===== src/rtl/serial_tx_fifo.sv =====
// serial_tx_fifo: buffered 8N1 UART transmitter behind the MMU bus handshake.
// Bytes written to the data register queue in a circular FIFO and are shifted
// out LSB-first on rxd, one bit every BIT_CYCLES clocks.
// Optional build macro: SERIAL_TX_PARITY_EN adds an even-parity bit between
// the data bits and the stop bit (frame becomes 11 bit periods).
// tx_state_o exposes the transmit FSM state for debug and checkers.
module serial_tx_fifo #(
    parameter int BIT_CYCLES = 434,
    parameter int FIFO_AW    = 4
) (
    input  logic        clk,
    input  logic        rst,
    input  logic        ce_i,
    input  logic        we_i,
    input  logic [2:0]  addr_i,
    input  logic [31:0] data_i,
    input  logic [3:0]  sel_i,
    output logic [31:0] data_o,
    output logic        ready_o,
    output logic        rxd,
    output logic        tx_busy,
    output logic        fifo_full,
    output logic [2:0]  tx_state_o
);

    localparam int DEPTH = 1 << FIFO_AW;
    localparam int CW    = $clog2(BIT_CYCLES);
    localparam int CNTW  = FIFO_AW + 1;

    typedef enum logic [2:0] {
        S_IDLE   = 3'd0,
        S_START  = 3'd1,
        S_DATA   = 3'd2,
        S_PARITY = 3'd3,
        S_STOP   = 3'd4
    } state_t;

    // FIFO storage and bookkeeping
    logic [7:0]         mem_q [DEPTH];
    logic [FIFO_AW-1:0] wr_ptr_q, rd_ptr_q;
    logic [CNTW-1:0]    count_q, count_d;
    logic               fifo_full_w, fifo_empty_w;
    logic               push, pop;

    // transmit FSM
    state_t             state_q, state_d;
    logic [CW-1:0]      cnt_q, cnt_d;
    logic [2:0]         bit_q, bit_d;
    logic [7:0]         shift_q, shift_d;
    logic               bit_end;
    logic               rxd_q, rxd_d;
    logic               busy_q, busy_d;

    // bus side
    logic               done_q;
    logic               ready_q;
    logic [31:0]        data_o_q, rdata_d;
    logic               ack;
    logic [4:0]         level_w;

    logic               unused_bits;
    assign unused_bits = ^{data_i[31:8], sel_i[3:1]};

    assign fifo_full_w  = (count_q == CNTW'(DEPTH));
    assign fifo_empty_w = (count_q == '0);
    assign bit_end      = (cnt_q == CW'(BIT_CYCLES - 1));
    assign level_w      = 5'(count_q);

    assign data_o     = data_o_q;
    assign ready_o    = ready_q;
    assign rxd        = rxd_q;
    assign tx_busy    = busy_q;
    assign fifo_full  = fifo_full_w;
    assign tx_state_o = state_q;

    // Bus handshake: the master raises ce_i and holds it (with we_i, addr_i,
    // data_i, sel_i stable) until it sees ready_o. The transfer takes effect
    // on the edge that raises ready_o; done_q blocks a second transfer while
    // ce_i stays high, and dropping ce_i clears ready_o and done_q on the next
    // edge. A data write into a full FIFO is held off (no ready_o) until the
    // transmitter pops a byte, which may happen in the very same cycle.

    // Decode the current request: push, acknowledge and read data
    always_comb begin
        push    = 1'b0;
        ack     = 1'b0;
        rdata_d = '0;
        if (ce_i && !done_q) begin
            if (we_i && addr_i == 3'b000 && sel_i[0]) begin
                if (!fifo_full_w || pop) begin
                    push = 1'b1;
                    ack  = 1'b1;
                end
            end else begin
                ack = 1'b1;
            end
            if (!we_i && addr_i == 3'b001) begin
                rdata_d = {24'b0, level_w, !busy_q, 1'b0, !fifo_full_w};
            end
        end
    end

    // Bus response registers: ready_o, done flag and captured read data
    always_ff @(posedge clk) begin
        if (rst) begin
            ready_q  <= 1'b0;
            done_q   <= 1'b0;
            data_o_q <= '0;
        end else if (!ce_i) begin
            ready_q <= 1'b0;
            done_q  <= 1'b0;
        end else if (ack) begin
            ready_q  <= 1'b1;
            done_q   <= 1'b1;
            data_o_q <= rdata_d;
        end
    end

    // FIFO level: a simultaneous push and pop leaves it unchanged
    always_comb begin
        count_d = count_q;
        if (push && !pop) begin
            count_d = count_q + 1'b1;
        end else if (!push && pop) begin
            count_d = count_q - 1'b1;
        end
    end

    // FIFO pointers and count; storage is not reset
    always_ff @(posedge clk) begin
        if (rst) begin
            wr_ptr_q <= '0;
            rd_ptr_q <= '0;
            count_q  <= '0;
        end else begin
            count_q <= count_d;
            if (push) begin
                wr_ptr_q <= wr_ptr_q + 1'b1;
            end
            if (pop) begin
                rd_ptr_q <= rd_ptr_q + 1'b1;
            end
        end
    end

    // FIFO storage write port
    always_ff @(posedge clk) begin
        if (push) begin
            mem_q[wr_ptr_q] <= data_i[7:0];
        end
    end

`ifdef SERIAL_TX_PARITY_EN
    logic par_q;

    // Even parity of the byte, captured when it leaves the FIFO
    always_ff @(posedge clk) begin
        if (rst) begin
            par_q <= 1'b0;
        end else if (pop) begin
            par_q <= ^mem_q[rd_ptr_q];
        end
    end
`endif

    // FSM state register plus registered line and busy outputs
    always_ff @(posedge clk) begin
        if (rst) begin
            state_q <= S_IDLE;
            cnt_q   <= '0;
            bit_q   <= '0;
            shift_q <= '0;
            rxd_q   <= 1'b1;
            busy_q  <= 1'b0;
        end else begin
            state_q <= state_d;
            cnt_q   <= cnt_d;
            bit_q   <= bit_d;
            shift_q <= shift_d;
            rxd_q   <= rxd_d;
            busy_q  <= busy_d;
        end
    end

    // FSM next state: bit timing, shifting, and FIFO pops
    always_comb begin
        state_d = state_q;
        cnt_d   = cnt_q;
        bit_d   = bit_q;
        shift_d = shift_q;
        pop     = 1'b0;
        case (state_q)
            S_IDLE: begin
                if (!fifo_empty_w) begin
                    pop     = 1'b1;
                    shift_d = mem_q[rd_ptr_q];
                    cnt_d   = '0;
                    state_d = S_START;
                end
            end
            S_START: begin
                if (bit_end) begin
                    cnt_d   = '0;
                    bit_d   = '0;
                    state_d = S_DATA;
                end else begin
                    cnt_d = cnt_q + 1'b1;
                end
            end
            S_DATA: begin
                if (bit_end) begin
                    cnt_d   = '0;
                    shift_d = {1'b0, shift_q[7:1]};
                    if (bit_q == 3'd7) begin
`ifdef SERIAL_TX_PARITY_EN
                        state_d = S_PARITY;
`else
                        state_d = S_STOP;
`endif
                    end else begin
                        bit_d = bit_q + 1'b1;
                    end
                end else begin
                    cnt_d = cnt_q + 1'b1;
                end
            end
`ifdef SERIAL_TX_PARITY_EN
            S_PARITY: begin
                if (bit_end) begin
                    cnt_d   = '0;
                    state_d = S_STOP;
                end else begin
                    cnt_d = cnt_q + 1'b1;
                end
            end
`endif
            S_STOP: begin
                if (bit_end) begin
                    cnt_d = '0;
                    // chain the next frame straight from the stop bit
                    if (!fifo_empty_w) begin
                        pop     = 1'b1;
                        shift_d = mem_q[rd_ptr_q];
                        state_d = S_START;
                    end else begin
                        state_d = S_IDLE;
                    end
                end else begin
                    cnt_d = cnt_q + 1'b1;
                end
            end
            default: begin
                state_d = S_IDLE;
                cnt_d   = '0;
            end
        endcase
    end

    // FSM outputs: line level and busy flag for the state being entered
    always_comb begin
        rxd_d = 1'b1;
        case (state_d)
            S_START:  rxd_d = 1'b0;
            S_DATA:   rxd_d = shift_d[0];
`ifdef SERIAL_TX_PARITY_EN
            S_PARITY: rxd_d = par_q;
`endif
            default:  rxd_d = 1'b1;
        endcase
        busy_d = (state_d != S_IDLE) || (count_d != '0);
    end

endmodule

===== config.mk =====
export PLATFORM = sky130hd
export DESIGN_NAME = serial_tx_fifo
export DESIGN_NICKNAME = d
export VERILOG_FILES = /design/src/rtl/serial_tx_fifo.sv
export SDC_FILE = /design/constraint.sdc
export NUM_CORES = 1
export LEC_CHECK = 0
export CORE_AREA = 5 5 154 156
export CTS_BUF_LIST = sky130_fd_sc_hd__clkbuf_8
export CTS_CLUSTER_SIZE = 40
export DETAILED_ROUTE_END_ITERATION = 10
export DIE_AREA = 0 0 159 161
export RECOVER_POWER = 50
export SLEW_MARGIN = 20
export SYNTH_ARGS = -nofsm -noshare
export SYNTH_HDL_FRONTEND = slang
export SYNTH_SLANG_ARGS = --single-unit

===== constraint.sdc =====
create_clock -name clk -period 3.5 [get_ports clk]
set_input_delay 0.875 -clock clk [delete_from_list [all_inputs] [get_ports clk]]
set_output_delay 0.875 -clock clk [all_outputs]
set_load 0.05 [all_outputs]

==> results of run 1 <==
cell families (layout without fill, tap and decap cells):
kind of cell	Yosys count	after routing	share of synthesized area [%]
DFF	178	178	63.71
and+or+nand+nor	151	151	10.66
AOI/OAI and AO/OA	73	73	6.400
buffers and inverters	54	93	4.343
muxes	40	40	11.02
xor gates and xnor gates	16	16	1.843
adders and majority gates	12	12	1.974
other	1	25	0.04931
worst max path at each step:
stage / endpoint / slack [ps] / cells after the start
after CTS: fifo_full / 190 / 4
after floorplan: mem_q[0][0] / 580 / 9
after global placement: mem_q[2][0] / 460 / 7
final: fifo_full / 220 / 4
after global routing: fifo_full / 70 / 4
after detailed placement: mem_q[2][0] / 400 / 7
synth_stat cells (7+ instances only):
cell / n / area share, %
nand3_1: 18 / 1.2
xor2_1: 10 / 1.2
dfxtp_1: 50 / 13
buf_4: 25 / 2.5
ha_1: 12 / 2.0
nand2b_1: 9 / 0.74
a21oi_1: 27 / 1.8
nor2b_1: 8 / 0.66
nor2_1: 61 / 3.0
mux4_2: 35 / 10
a22oi_1: 13 / 1.3
inv_1: 9 / 0.44
clkbuf_1: 12 / 0.59
nor3_1: 8 / 0.53
o21ai_0: 7 / 0.46
edfxtp_1: 128 / 51
nand2_1: 16 / 0.79
flip-flops by register name, indices dropped and copies added (netlist names), named ones only:
name / cells
shift_q: 8
tx_busy: 1
data_o: 7
mem_q: 128
ready_o: 1
cnt_q: 9
wr_ptr_q: 4
rd_ptr_q: 4
count_q: 5
rxd: 1
bit_q: 3
tx_state_o: 3
placed cells by master, fill, tap and decap left out, types with 8 or more instances in the layout:
cell type        netlist  layout
a21oi_1               27      28
nor2b_1                8       8
xor2_1                10      10
nand3_1               18      18
inv_1                  9       9
clkdlybuf4s50_1        0      21
clkbuf_8               0      17
mux4_2                35      35
nor2_1                61      62
o21ai_0                7       8
buf_4                 25      21
edfxtp_1             128     128
nand2b_1               9       9
ha_1                  12      12
a22oi_1               13      13
conb_1                 1      25
nor3_1                 8       8
dfxtp_1               50      49
nand2_1               16      16
dlygate4sd3_1          0       8
worst reg2reg max path, delay by kind of cell (launching register included):
family                     cells  cell delay, ps
DFF                            1             390
adders and majority gates      1             200
buffers and inverters          2             270
and+or+nand+nor                4             800
AOI/OAI and AO/OA              2             920
where the power goes:
| group | internal (mW) | switching (mW) | leakage, nW |
|---|---|---|---|
| combinational | 0.605 | 0.794 | 1.08 |
| sequential | 2.37 | 0.134 | 1.56 |
| clock | 0.785 | 0.740 | 0.218 |
| total | 3.76 | 1.67 | 2.85 |
stage by stage:
stage	util (%)	hold WS, ps
2_1_floorplan	-	449.4
3_3_place_gp	37.03	447.3
3_5_place_dp	37.03	450.8
4_1_cts	38.99	466.3
5_1_grt	38.91	478.8
6_report	38.91	464.3
layer usage:
| metal | track usage [%] | vias up |
|---|---|---|
| met1 | 15.48 | 2162 |
| met5 | 0 | - |
| li1 | - | 2041 |
| met4 | 3.490 | 0 |
| met3 | 2.373 | 10 |
| met2 | 20.78 | 117 |
layout make-up:
type / instances / area (sq um) / area share, %
Sequential cell: 178 / 4846 / 56.02
Multi-Input combinational cell: 317 / 2507 / 28.99
Timing Repair Buffer: 52 / 471.7 / 5.453
Tap cell: 285 / 356.6 / 4.123
Clock buffer: 17 / 234.0 / 2.705
Clock inverter: 15 / 200.2 / 2.314
Inverter: 9 / 33.78 / 0.3906
==> results.sh, run 1 <==
export IMPL_cts_hold_fix_buffers=0
export IMPL_rsz0062_at_grt="no"
export IMPL_ir_worst_vdd_mv=0.2995
export IMPL_yosysUniqueCellTypes=60
export IMPL_critPathBufInv=2
export IMPL_period_minus_slack_ps=3281
export IMPL_p_per_area_mw_per_mm2=627.1
export IMPL_row_count=55
export IMPL_dp_hpwl_mm=10.26
export IMPL_cts_made_buffers=17
export IMPL_dp_slack_ps=404.7
export IMPL_start_util_pct=34.21
export IMPL_boundaryPins=82
export IMPL_max_stage_delay_ps=880
export IMPL_min_path_cells=2
export IMPL_postCtsResizedCells=0
export IMPL_grt_pass1_vias=4489
export IMPL_leakage_nw=2.855
export IMPL_drtIter0Drc=262
export IMPL_worst_r2r_startpoint="cnt_q[1]"
export IMPL_power_total_mw=5.424
export IMPL_cp_max_fo=7
export IMPL_syn_cell_area_sq_mm=0.007605
export IMPL_core_area_sq_mm=0.02223
export IMPL_cts_sinks=178
export IMPL_r2r_slack_ps=660
export IMPL_worstPathCellList="inv_1 -> ha_1 -> and3_1 -> clkdlybuf4s50_1"
export IMPL_root_buffer="clkbuf_8"
export IMPL_route_met3_wl_um=840
export IMPL_fmax_mhz=304.8
export IMPL_synthFlopType="edfxtp_1"
export IMPL_placed_area_sq_mm=0.008232
export IMPL_avgRoutedWirePerCell_um=17.04
export IMPL_syn_inst=525
export IMPL_wl_met2_mm=7.574
export IMPL_grt_max_degree=30
export IMPL_cts_tree="done"
export IMPL_ys_warn_count=0
export IMPL_final_setup_skew_ps=20.90
export IMPL_worstSetupStartpointType="register"
export IMPL_port_buffers=29
export IMPL_postCtsSetupBuffers=0
export IMPL_synth_seq_cells=178
export IMPL_arrival_ps=2410
export IMPL_crit_path_start="count_q[0]"
export IMPL_hold_viol=0
export IMPL_worst_slew_pin_slew_ps=868.7
export IMPL_via_count=4330
export IMPL_setup_slack_ps=218.9
export IMPL_min_path_type="register to register"
export IMPL_drc=0
export IMPL_grt_pass1_wl_mm=24.55
export IMPL_finalNonFillerCells=873
export IMPL_globalRouteTotalUtil_pct=12.04
export IMPL_status="finished, final reports clean"
export IMPL_hold_path_startpoint="data_o[2]"
export IMPL_cts_buffer_depth=2
export IMPL_avgSynthCellArea_sq_um=14.49
export IMPL_detail_route_vias_per_cell=4.960
export IMPL_crit_path_top_delay_cell="clkdlybuf4s50_1"
export IMPL_synth_edf_count=128
export IMPL_clk_latency_ps=460
export IMPL_antenna_found_initial=0
export IMPL_n_antenna_cell=0
export IMPL_drv_cap=0
export IMPL_die_h_um=161
export IMPL_async_flop_share_pct=0
export IMPL_fin_crit_sh_pct=93.75
export IMPL_dr_pass1_iters=5
export IMPL_clkTransAtPathRegs_ps=90
export IMPL_ant_nets=0
export IMPL_slew_viol_final=0
export IMPL_wl_met1_mm=6.340
export IMPL_die_w_um=159
export IMPL_design_area_sq_mm=0.008650
export IMPL_cp_end_kind="output port"
export IMPL_ff2ff_path_depth=9
export IMPL_crit_family="buffers and inverters"
export IMPL_htree_num_levels=4
export IMPL_num_fill_cells=2058
export IMPL_fin_nets=630
export IMPL_ys_seq_area_share_pct=63.71
export IMPL_fin_setup_tns_ps=0
export IMPL_routabilityCongestion=0.8238
export IMPL_placed_cells=841
export IMPL_timing_slew_headroom_pct=41.47
export IMPL_routed_wl_mm=14.88
export IMPL_highest_layer="met4"
export IMPL_finalSetupViolations=0
export IMPL_crit_type="register to output port"
export IMPL_drive_gt1_share_pct=17.01
export IMPL_syn_to_final_growth_pct=13.74
export IMPL_rr_endpoint="mem_q[2][6]"
export IMPL_min_to="data_o[2]"
export IMPL_grt_ovfl_total=0
export IMPL_dieArea_sq_mm=0.02560
export IMPL_required_ps=2620
No activity file was read; power rests on OpenSTA's default activity.
==> inputs of run 2 (changes only) <==
--- a/config.mk
+++ b/config.mk
@@ -6,10 +6,11 @@
 export NUM_CORES = 1
 export LEC_CHECK = 0
 export CORE_AREA = 5 5 154 156
-export CTS_BUF_LIST = sky130_fd_sc_hd__clkbuf_8
+export CTS_BUF_LIST = sky130_fd_sc_hd__clkbuf_4 sky130_fd_sc_hd__clkbuf_8
 export CTS_CLUSTER_SIZE = 40
 export DETAILED_ROUTE_END_ITERATION = 10
 export DIE_AREA = 0 0 159 161
+export GPL_TIMING_DRIVEN = 0
 export RECOVER_POWER = 50
 export SLEW_MARGIN = 20
 export SYNTH_ARGS = -nofsm -noshare
==> run 2 against run 1 <==
Hold slack got worse by 2.0 ps. Power decreased by 1.0%. Core utilization increased by 0.46 points. Via count increased by 3.2%. Combinational power increased by 10%.
==> results.sh, run 2 (synthesized netlist as in run 1, its figures left out) <==
export IMPL_cts_hold_fix_buffers=0
export IMPL_core_area_sq_mm=0.02223
export IMPL_crit_family="simple AND/OR/NAND/NOR gates"
export IMPL_placed_area_sq_mm=0.008392
export IMPL_boundaryPins=82
export IMPL_grt_max_degree=17
export IMPL_dieArea_sq_mm=0.02560
export IMPL_cts_made_buffers=17
export IMPL_row_count=55
export IMPL_avgRoutedWirePerCell_um=17.35
export IMPL_leakage_nw=2.959
export IMPL_htree_num_levels=4
export IMPL_n_antenna_cell=0
export IMPL_fin_crit_sh_pct=90.91
export IMPL_worstPathCellList="inv_1 -> ha_1 -> and3_1 -> clkbuf_1 -> o21ai_0 -> and2_1 -> clkbuf_1 -> nand2_1 -> nor2_1"
export IMPL_fmax_mhz=314.3
export IMPL_regMostFlops="mem_q"
export IMPL_drc=0
export IMPL_final_cell_mix="edfxtp_1, nor2_1, dfxtp_1, mux4_2, buf_4"
export IMPL_required_ps=3580
export IMPL_routabilityCongestion=0.8511
export IMPL_detail_route_vias_per_cell=4.971
export IMPL_p_per_area_mw_per_mm2=613.6
export IMPL_die_w_um=159
export IMPL_status="finished, final reports clean"
export IMPL_num_fill_cells=2080
export IMPL_cts_buffer_depth=2
export IMPL_dp_hpwl_mm=10.74
export IMPL_multi_input_comb_area_sq_mm=0.002529
export IMPL_postCtsResizedCells=0
export IMPL_final_util_pct=39.37
export IMPL_cts_sinks=178
export IMPL_rsz0062_at_grt="no"
export IMPL_worstSetupStartpointType="register"
export IMPL_crit_type="register to register"
export IMPL_top_regs="mem_q x128, cnt_q x9, shift_q x8"
export IMPL_postCtsSetupBuffers=0
export IMPL_ir_worst_vdd_mv=0.3469
export IMPL_routed_wl_mm=15.60
export IMPL_slew_viol_final=0
export IMPL_fin_nets=656
export IMPL_antenna_found_initial=1
export IMPL_cp_end_kind="register"
export IMPL_start_util_pct=34.21
export IMPL_max_stage_delay_ps=770
export IMPL_drive_gt1_share_pct=19.22
export IMPL_clkTransAtPathRegs_ps=90
export IMPL_ant_nets=0
export IMPL_drv_cap=0
export IMPL_die_h_um=161
export IMPL_period_minus_slack_ps=3182
export IMPL_design_area_sq_mm=0.008751
export IMPL_crit_path_top_delay_cell="nor2_1"
export IMPL_cpMostUsedCell="clkbuf_1"
export IMPL_largest_reg_flops=128
export IMPL_critPathBufInv=3
export IMPL_finalSetupViolations=0
export IMPL_cts_tree="done"
export IMPL_dr_pass1_iters=4
export IMPL_regArea_sq_mm=0.004845
export IMPL_port_buffers=29
export IMPL_globalRouteTotalUtil_pct=12.31
export IMPL_via_count=4469
export IMPL_hold_viol=0
export IMPL_worst_slew_pin_slew_ps=977.3
export IMPL_min_path_type="register to register"
export IMPL_drtIter0Drc=226
export IMPL_final_setup_skew_ps=15.37
export IMPL_grt_pass1_wl_mm=24.73
export IMPL_grt_pass1_vias=4533
export IMPL_clk_latency_ps=460
export IMPL_timing_slew_headroom_pct=34.60
export IMPL_root_buffer="clkbuf_8"
export IMPL_arrival_ps=3270
export IMPL_syn_to_final_growth_pct=15.07
export IMPL_grt_ovfl_total=0
export IMPL_final_common_cell="edfxtp_1"
export IMPL_cp_max_fo=8
-- run 2: cell types whose count changed in the layout (fill, tap and decap cells not counted), sizes merged --
cell | before | now
buf | 22 | 37
clkbuf | 18 | 30
dlygate4sd3 | 8 | 9
dlymetal6s2s | 0 | 1
clkdlybuf4s50 | 21 | 19
bufinv | 4 | 1
inv | 14 | 16
-- run 2: worst reg2reg max path, cell delays in order (launching register included) --
cell	delay (ps)
dfxtp_1	490
inv_1	150
ha_1	270
and3_1	180
clkbuf_1	180
o21ai_0	180
and2_1	170
clkbuf_1	240
nand2_1	180
nor2_1	770
-- run 2: power breakdown --
group	total, mW	switching [mW]	internal [mW]
registers	2.48	0.112	2.37
clock network	1.35	0.771	0.582
logic	1.54	0.889	0.649
total	5.37	1.77	3.60
-- run 2: layer usage --
metal	global-route usage [%]	part of all wire (%)
met5	0	0.045
met2	20.51	49
met4	2.637	1.4
met1	15.65	44
met3	4.312	6.0
-- run 2: worst paths after layout --
| path | slack (ps) | start | end | depth (start not counted) |
|---|---|---|---|---|
| worst max-delay path | 320 | count_q[0] | mem_q[10][0] | 9 |
| worst min-delay path | 460 | data_o[6] | data_o[6] | 2 |
| worst max register to register | 320 | count_q[0] | mem_q[10][0] | 9 |
| worst min register to register | 460 | data_o[6] | data_o[6] | 2 |
-- run 2: per-stage QoR --
stage          std cells  power [mW]  TNS, ps  setup WS, ps  hold slack [ps]
5_1_grt              899       5.637        0         101.1            488.9
2_1_floorplan        549       3.665        0         575.9            449.4
4_1_cts              899       5.409        0         19.26            468.7
3_5_place_dp         867       4.056   -10860        -207.1            450.5
6_report             899       5.369        0         318.0            462.3
3_3_place_gp         863       4.019   -21110        -531.1            448.5
-- run 2: area by class of cell --
type,count,share of cell area [%]
Clock buffer,18,2.760
Timing Repair Buffer,33,3.689
Clock inverter,14,1.444
Inverter,9,0.3860
Sequential cell,178,55.36
Tap cell,285,4.075
Buffer,45,3.389
Multi-Input combinational cell,317,28.90
==> inputs of run 3 (changes only) <==
--- a/config.mk
+++ b/config.mk
@@ -7,7 +7,6 @@
 export LEC_CHECK = 0
 export CORE_AREA = 5 5 154 156
 export CTS_BUF_LIST = sky130_fd_sc_hd__clkbuf_4 sky130_fd_sc_hd__clkbuf_8
-export CTS_CLUSTER_SIZE = 40
 export DETAILED_ROUTE_END_ITERATION = 10
 export DIE_AREA = 0 0 159 161
 export GPL_TIMING_DRIVEN = 0
==> results of run 3 <==
No change in the layout: final DEF, timing and power equal those of run 2.
